[src/rtl/irq_eoi_ctrl_pkg.sv]
`default_nettype none
// ---------------------------------------------------------------------------
// Module  : irq_pkg
// Brief   : Shared defaults and types for the IRQ/EOI pad responder.
// Revision: 1.0
// ---------------------------------------------------------------------------
package irq_pkg;

  localparam int DEF_N_IRQ = 16;
  localparam int DEF_ID_W  = $clog2(DEF_N_IRQ);

  typedef logic [DEF_ID_W-1:0] irq_id_t;

  typedef enum logic [0:0] {
    IDLE  = 1'b0,
    PULSE = 1'b1
  } eoi_state_t;

endpackage
`default_nettype wire

[src/rtl/irq_eoi_ctrl_if.sv]
`default_nettype none
// ---------------------------------------------------------------------------
// Module  : irq_eoi_ctrl_if
// Brief   : Claim and completion handshakes between the core and the IRQ/EOI responder.
// Revision: 1.0
// ---------------------------------------------------------------------------
interface irq_eoi_ctrl_if;
  import irq_pkg::*;

  logic    claim_valid;
  irq_id_t claim_id;
  logic    claim_ready;
  logic    done_valid;
  irq_id_t done_id;
  logic    done_ready;

  // master = core side, slave = controller side
  modport master (
    input  claim_valid,
    input  claim_id,
    output claim_ready,
    output done_valid,
    output done_id,
    input  done_ready
  );

  modport slave (
    output claim_valid,
    output claim_id,
    input  claim_ready,
    input  done_valid,
    input  done_id,
    output done_ready
  );

endinterface
`default_nettype wire

[src/rtl/irq_eoi_ctrl_eoi_pulse_gen.sv]
`default_nettype none
// ---------------------------------------------------------------------------
// Module  : eoi_pulse_gen
// Brief   : One-at-a-time EOI pulse FSM; drives eoi[id] for EOI_CYCLES clocks.
// Revision: 1.0
// ---------------------------------------------------------------------------
module eoi_pulse_gen
  import irq_pkg::*;
#(
  parameter int N_IRQ      = DEF_N_IRQ,
  parameter int ID_W       = DEF_ID_W,
  parameter int EOI_CYCLES = 4
) (
  input  logic             clk,
  input  logic             rst,
  input  logic             start,
  input  logic [ID_W-1:0]  id,
  output logic [N_IRQ-1:0] eoi,
  output logic             ready,
  output logic             finish,
  output logic [ID_W-1:0]  finish_id
);

  localparam int CNT_W = (EOI_CYCLES > 1) ? $clog2(EOI_CYCLES) : 1;

  eoi_state_t       r_state, w_state_nxt;
  logic [CNT_W-1:0] r_cnt, w_cnt_nxt;
  logic [ID_W-1:0]  r_id, w_id_nxt;

  always_ff @(posedge clk or posedge rst) begin
    if (rst) begin
      r_state <= IDLE;
      r_cnt   <= '0;
      r_id    <= '0;
    end else begin
      r_state <= w_state_nxt;
      r_cnt   <= w_cnt_nxt;
      r_id    <= w_id_nxt;
    end
  end

  // eoi is decoded from state so an async reset drops it in the same instant
  always_comb begin
    w_state_nxt = r_state;
    w_cnt_nxt   = r_cnt;
    w_id_nxt    = r_id;
    eoi         = '0;
    ready       = 1'b0;
    finish      = 1'b0;
    case (r_state)
      IDLE: begin
        ready = 1'b1;
        if (start) begin
          w_state_nxt = PULSE;
          w_id_nxt    = id;
          w_cnt_nxt   = CNT_W'(EOI_CYCLES - 1);
        end
      end
      PULSE: begin
        eoi = N_IRQ'(1) << r_id;
        if (r_cnt == '0) begin
          w_state_nxt = IDLE;
          finish      = 1'b1;
        end else begin
          w_cnt_nxt = r_cnt - 1'b1;
        end
      end
      default: w_state_nxt = IDLE;
    endcase
  end

  assign finish_id = r_id;

endmodule
`default_nettype wire

[src/rtl/irq_eoi_ctrl.sv]
`default_nettype none
// ---------------------------------------------------------------------------
// Module  : irq_eoi_ctrl
// Brief   : Synchronises pad IRQs, latches edges, arbitrates claims, issues EOI pulses.
// Revision: 1.0
// ---------------------------------------------------------------------------
module irq_eoi_ctrl
  import irq_pkg::*;
#(
  parameter int N_IRQ       = DEF_N_IRQ,
  parameter int ID_W        = DEF_ID_W,
  parameter int SYNC_STAGES = 2,
  parameter int EOI_CYCLES  = 4
) (
  input  logic             clk,
  input  logic             rst,
  input  logic [N_IRQ-1:0] irq,
  input  logic [N_IRQ-1:0] irq_mask,
  irq_eoi_ctrl_if.slave    bus,
  output logic [N_IRQ-1:0] eoi,
  output logic [N_IRQ-1:0] pending,
  output logic [N_IRQ-1:0] in_service,
  output logic             done_err
);

  logic [N_IRQ-1:0] w_edge;
  logic [N_IRQ-1:0] r_pending, r_in_service;
  logic [N_IRQ-1:0] w_eligible, w_claim_set, w_fin_clr;
  logic [ID_W-1:0]  w_pick_id, r_claim_id, w_done_id, w_finish_id;
  logic             w_any, r_claim_valid, w_claim_fire;
  logic             w_done_fire, w_done_ok, w_start, w_finish, r_done_err;

  for (genvar i = 0; i < N_IRQ; i++) begin : g_sync
    logic [SYNC_STAGES-1:0] r_sync;
    logic                   r_dly;

    always_ff @(posedge clk or posedge rst) begin
      if (rst) begin
        r_sync <= '0;
        r_dly  <= 1'b0;
      end else begin
        r_sync <= {r_sync[SYNC_STAGES-2:0], irq[i]};
        r_dly  <= r_sync[SYNC_STAGES-1];
      end
    end

    assign w_edge[i] = r_sync[SYNC_STAGES-1] & ~r_dly;
  end

  assign w_eligible = r_pending & ~irq_mask & ~r_in_service;
  assign w_any      = |w_eligible;

  // Descending scan so the lowest set index is the last one written
  always_comb begin
    w_pick_id = '0;
    for (int i = N_IRQ - 1; i >= 0; i--) begin
      if (w_eligible[i]) w_pick_id = ID_W'(i);
    end
  end

  assign w_claim_fire = r_claim_valid & bus.claim_ready;
  assign w_claim_set  = w_claim_fire ? (N_IRQ'(1) << r_claim_id) : '0;

  // An offer is frozen until taken; after a take the idle cycle re-arbitrates
  always_ff @(posedge clk or posedge rst) begin
    if (rst) begin
      r_claim_valid <= 1'b0;
      r_claim_id    <= '0;
    end else if (r_claim_valid) begin
      if (bus.claim_ready) r_claim_valid <= 1'b0;
    end else begin
      r_claim_valid <= w_any;
      r_claim_id    <= w_pick_id;
    end
  end

  assign w_done_id   = bus.done_id;
  assign w_done_fire = bus.done_valid & bus.done_ready;
  assign w_done_ok   = ({1'b0, w_done_id} < (ID_W + 1)'(N_IRQ)) && r_in_service[w_done_id];
  assign w_start     = w_done_fire & w_done_ok;
  assign w_fin_clr   = w_finish ? (N_IRQ'(1) << w_finish_id) : '0;

  // New edges override a same-cycle claim clear so no interrupt is dropped
  always_ff @(posedge clk or posedge rst) begin
    if (rst) begin
      r_pending    <= '0;
      r_in_service <= '0;
      r_done_err   <= 1'b0;
    end else begin
      r_pending    <= (r_pending & ~w_claim_set) | w_edge;
      r_in_service <= (r_in_service & ~w_fin_clr) | w_claim_set;
      r_done_err   <= w_done_fire & ~w_done_ok;
    end
  end

  eoi_pulse_gen #(
    .N_IRQ      (N_IRQ),
    .ID_W       (ID_W),
    .EOI_CYCLES (EOI_CYCLES)
  ) u_eoi_pulse_gen (
    .clk       (clk),
    .rst       (rst),
    .start     (w_start),
    .id        (w_done_id),
    .eoi       (eoi),
    .ready     (bus.done_ready),
    .finish    (w_finish),
    .finish_id (w_finish_id)
  );

  assign bus.claim_valid = r_claim_valid;
  assign bus.claim_id    = r_claim_id;
  assign pending         = r_pending;
  assign in_service      = r_in_service;
  assign done_err        = r_done_err;

endmodule
`default_nettype wire

[src/flat_wrapper.sv]
// flat-port wrapper written by rule: the top's interface ports become plain ports
module irq_eoi_ctrl_flat import irq_pkg::*;
#(
  parameter int N_IRQ       = DEF_N_IRQ,
  parameter int ID_W        = DEF_ID_W,
  parameter int SYNC_STAGES = 2,
  parameter int EOI_CYCLES  = 4
)
  (clk, rst, irq, irq_mask, eoi, pending, in_service, done_err, bus_claim_valid, bus_claim_id, bus_claim_ready, bus_done_valid, bus_done_id, bus_done_ready);
  irq_eoi_ctrl_if bus_i ();
  input  logic clk;
  input  logic rst;
  input  logic [N_IRQ-1:0] irq;
  input  logic [N_IRQ-1:0] irq_mask;
  output logic [N_IRQ-1:0] eoi;
  output logic [N_IRQ-1:0] pending;
  output logic [N_IRQ-1:0] in_service;
  output logic done_err;
  output wire logic [$bits(bus_i.claim_valid)-1:0] bus_claim_valid;
  output wire logic [$bits(bus_i.claim_id)-1:0] bus_claim_id;
  input wire logic [$bits(bus_i.claim_ready)-1:0] bus_claim_ready;
  input wire logic [$bits(bus_i.done_valid)-1:0] bus_done_valid;
  input wire logic [$bits(bus_i.done_id)-1:0] bus_done_id;
  output wire logic [$bits(bus_i.done_ready)-1:0] bus_done_ready;
  assign bus_claim_valid = bus_i.claim_valid;
  assign bus_claim_id = bus_i.claim_id;
  assign bus_i.claim_ready = bus_claim_ready;
  assign bus_i.done_valid = bus_done_valid;
  assign bus_i.done_id = bus_done_id;
  assign bus_done_ready = bus_i.done_ready;
  irq_eoi_ctrl #(.N_IRQ(N_IRQ), .ID_W(ID_W), .SYNC_STAGES(SYNC_STAGES), .EOI_CYCLES(EOI_CYCLES)) u_core (.clk(clk), .rst(rst), .irq(irq), .irq_mask(irq_mask), .bus(bus_i), .eoi(eoi), .pending(pending), .in_service(in_service), .done_err(done_err));
endmodule
[config.mk]
export PLATFORM = sky130hd
export DESIGN_NAME = irq_eoi_ctrl_flat
export DESIGN_NICKNAME = d
export VERILOG_FILES = /design/src/rtl/irq_eoi_ctrl_pkg.sv /design/src/rtl/irq_eoi_ctrl_if.sv /design/src/rtl/irq_eoi_ctrl_eoi_pulse_gen.sv /design/src/rtl/irq_eoi_ctrl.sv /design/src/flat_wrapper.sv
export SDC_FILE = /design/constraint.sdc
export NUM_CORES = 1
export LEC_CHECK = 0
export BUFFER_PORTS_ARGS = -buffer_cell sky130_fd_sc_hd__buf_2
export CAP_MARGIN = 10
export CORE_UTILIZATION = 29
export CTS_CLUSTER_SIZE = 25
export DETAILED_ROUTE_END_ITERATION = 10
export PLACE_DENSITY = 0.51
export SETUP_SLACK_MARGIN = 0.4
export SLEW_MARGIN = 30
export SYNTH_ARGS = -nofsm -noshare
export SYNTH_HDL_FRONTEND = slang
export SYNTH_HIERARCHICAL = 1
export SYNTH_SLANG_ARGS = --single-unit
export TNS_END_PERCENT = 100
[constraint.sdc]
create_clock -name clk -period 8 [get_ports clk]
set_input_delay 2.4 -clock clk [delete_from_list [all_inputs] [get_ports clk]]
set_output_delay 2.4 -clock clk [all_outputs]
set_load 0.05 [all_outputs]
==> impl_results.md <==
- Crit path launch: u_core/u_eoi_pulse_gen/r_state
- Cts repair resizes: 0
- Relative slew slack: 0.4765
- DR iter-0 viols: 109
- Startpoint Class: register
- Min-delay src: u_core/g_sync[13].r_sync[0]
- Post-synthesis area per instance: 11.43 µm²
- Worst-margin pin slew: 0.7853 ns
- Drt pass-1 iters: 4
- Clk Latency, worst-skew pair: 0.33 ns
- Status: finished clean
- Die area: 12710 µm²
- Fill cells: 1202
- Core Util, Final: 0.3749
- Clk buf depth: 2
- Initial antenna violation count: 0
- R2R cell count: 7
- CP delay by family, top: simple AND/OR/NAND/NOR gates
- Fin. Hold Viols: 0
- IO Count: 95
- CTS tree: built
- Max_cap viols: 0
- Post-route minimum period: 4.070 ns
- Met1 Usage GRT: 0.1928
- Crit path cell chain: inv_1 -> or3_4 -> nor3_2 -> buf_2
- Nets: 457
- Clock Sinks: 93
- Final antenna-violating net count: 0
- Routed wire length: 8964 µm
- Via count: 2699
- Clock Skews: 0.002855 ns
- Final setup viols: 0
- Post-synthesis cell count: 311
- Post-synth design cell area: 3556 µm²
- DRC Markers: 0
- Most frequent cells in the layout: buf_2, dfrtp_1, nand2_1
- Total power: 1.748 mW
- Antenna cells: 0
- Met3 Use GR: 0.04339
- Req. time, crit path: 5.60 ns
- Fmax: 245.7 MHz
- Postcts setup bufs: 0
- CTS root buf: clkbuf_16
- Worst vdd ir: 94.26 µV
- Worst hold stages: 0
- Met2 Usage GRT: 0.2383
- Tcrit/Tclk final: 0.5088
- Worst-path clk slew: 0.06 ns
- Final Slew Violations: 0
- Vias per Instance: 4.769
- Final worst slack: 3.930 ns
- GR Overflow Total: 0
- Most common cell after layout, fill and taps aside: buf_2
- Slowest stage delay, CP: 0.46 ns
- CP Class: reg -> out
- RePlAce Congestion: 0.7845
- Unique masters post-synth: 37
- Critical Path Slowest Stage Cell: dfrtp_1
- Syn Nets: 352
- First-pass GRT wire length: 14230 µm
- Hold Path End: u_core/g_sync[13].r_sync[1]
- Row cnt: 40
- DP Worst Slack: 3.623 ns
- Largest net degree at the start of global routing: 87
- Initial Util: 0.2973
- Crit path max fanout: 7
- CP arrival: 1.67 ns
- Worst r2r dst: u_core/u_eoi_pulse_gen/r_cnt[1]
- H-tree levels: 3
- FF-to-FF Start: u_core/in_service[5]
- RSZ-0062 raised after global routing: no
- Hpwl dp: 6740 µm
- Area grow syn2layout: 26.11%
- Vias in the first global route: 2658
- Cts bufs inserted: 9
- Reg-to-reg setup timing slack: 5.82 ns
- Post-CTS Hold Buffers: 0
- Fraction of the yosys area taken by sequential cells: 0.6545
- CORE AREA: 11960 µm²
- Final TNS setup: 0 ns
- Per-cell routed wire length: 15.84 µm
- Gr busiest metal: met2
- Share of cells above drive strength 1: 0.2888
- GR Util All Layers: 0.1506
- Power density over the cells: 389.8 nW/µm²
- Worst path bufs/invs: 2
- Worst setup EP type: primary output
- Yosys reg bits: 93
- Die W: 112.7 µm
- Chip height: 112.7 µm
- Worst Hold Class: reg -> reg
- Ys Warns: 6
- Leakage power total: 2.057 nW
- Port Buffers: 94
==> layer usage <==
| metal | vias to the layer above | wire length [µm] |
|---|---|---|
| li1 | 1268 | - |
| met1 | 1336 | 3966 |
| met2 | 82 | 4303 |
| met3 | 13 | 528 |
| met4 | 0 | 166 |
| met5 | - | 0 |
==> how the worst max path moves through the flow <==
stage	to	depth (start not counted)	slack, ns
3_3_place_gp	u_core/u_eoi_pulse_gen/r_cnt[1]	8	3.69
5_1_grt	eoi[0]	4	3.80
4_1_cts	eoi[0]	4	3.91
3_5_place_dp	u_core/u_eoi_pulse_gen/r_cnt[1]	8	3.62
2_1_floorplan	u_core/bus.claim_id[0]	1	3.38
6_report	eoi[0]	4	3.93
==> synth_stat cells <==
master      n  share of area
or3_4       1         0.0032
buf_2       1         0.0014
nor3_2      1         0.0028
dfrtp_1    93           0.65
nor2b_1     5         0.0088
nor3b_1    17          0.036
o21ai_1     2         0.0028
nand2b_1    5         0.0088
o311ai_0    1         0.0025
nand2_1    53          0.056
a221o_1     1         0.0028
a21oi_1     4         0.0056
o31a_1      1         0.0025
nor2_1     26          0.027
a22o_1      1         0.0025
nor3_1      6         0.0084
nand3_1     6         0.0084
or3b_2      2         0.0049
mux4_1      4          0.030
a2bb2oi_1   1         0.0025
nand3b_1    4         0.0084
and3b_1     1         0.0025
and4_1      1         0.0025
a21oi_2     1         0.0025
inv_1      21          0.022
nand4_1     1         0.0018
mux2i_1     1         0.0028
nor4_1      1         0.0018
or4_1       1         0.0021
ha_1        1         0.0035
and2b_1     1         0.0021
o31ai_1     1         0.0021
o21ai_0    36          0.051
mux2_2      5          0.016
o311a_1     1         0.0028
and2_1      1         0.0018
or2_2       2         0.0035
==> registers in the layout, indices dropped and copies added, names as in the netlist <==
signal                            flops
u_core/bus.claim_id                   4
u_core/bus.claim_valid                1
u_core/done_err                       1
u_core/g_sync.r_dly                  16
u_core/g_sync.r_sync                 32
u_core/in_service                    16
u_core/pending                       16
u_core/u_eoi_pulse_gen/finish_id      4
u_core/u_eoi_pulse_gen/r_cnt          2
u_core/u_eoi_pulse_gen/r_state        1
==> through the flow <==
| step | hold WS [ns] | instances | cell area, µm² |
|---|---|---|---|
| 3_5_place_dp | 0.3355 | 552 | 4218 |
| 6_report | 0.3477 | 566 | 4484 |
| 2_1_floorplan | 0.3312 | 311 | 3556 |
| 5_1_grt | 0.3537 | 566 | 4484 |
| 3_3_place_gp | 0.3321 | 552 | 4214 |
| 4_1_cts | 0.3497 | 566 | 4484 |
==> layout make-up <==
class | count | area (µm²) | share of cell area
clock buffer | 12 | 256.5 | 0.05720
clock inverter | 2 | 10.01 | 0.002232
inverter | 21 | 80.08 | 0.01786
multi-input combinational | 196 | 1145 | 0.2553
sequential | 93 | 2327 | 0.5190
tap | 147 | 183.9 | 0.04102
timing repair buffer | 95 | 481.7 | 0.1074
==> cell families after synthesis <==
kind of cell	share of synthesized area
buffers and inverters	0.02357
adders and majority gates	0.003518
DFF	0.6545
and+or+nand+nor	0.1911
AOI/OAI and AO/OA	0.07917
muxes	0.04820
==> power by group <==
part / switching (mW) / internal (mW) / total, mW
registers: 0.124 / 0.562 / 0.687
logic: 0.482 / 0.194 / 0.676
clock network: 0.162 / 0.223 / 0.385
total: 0.768 / 0.980 / 1.75
Note: power is estimated with default switching activity, not from simulation.
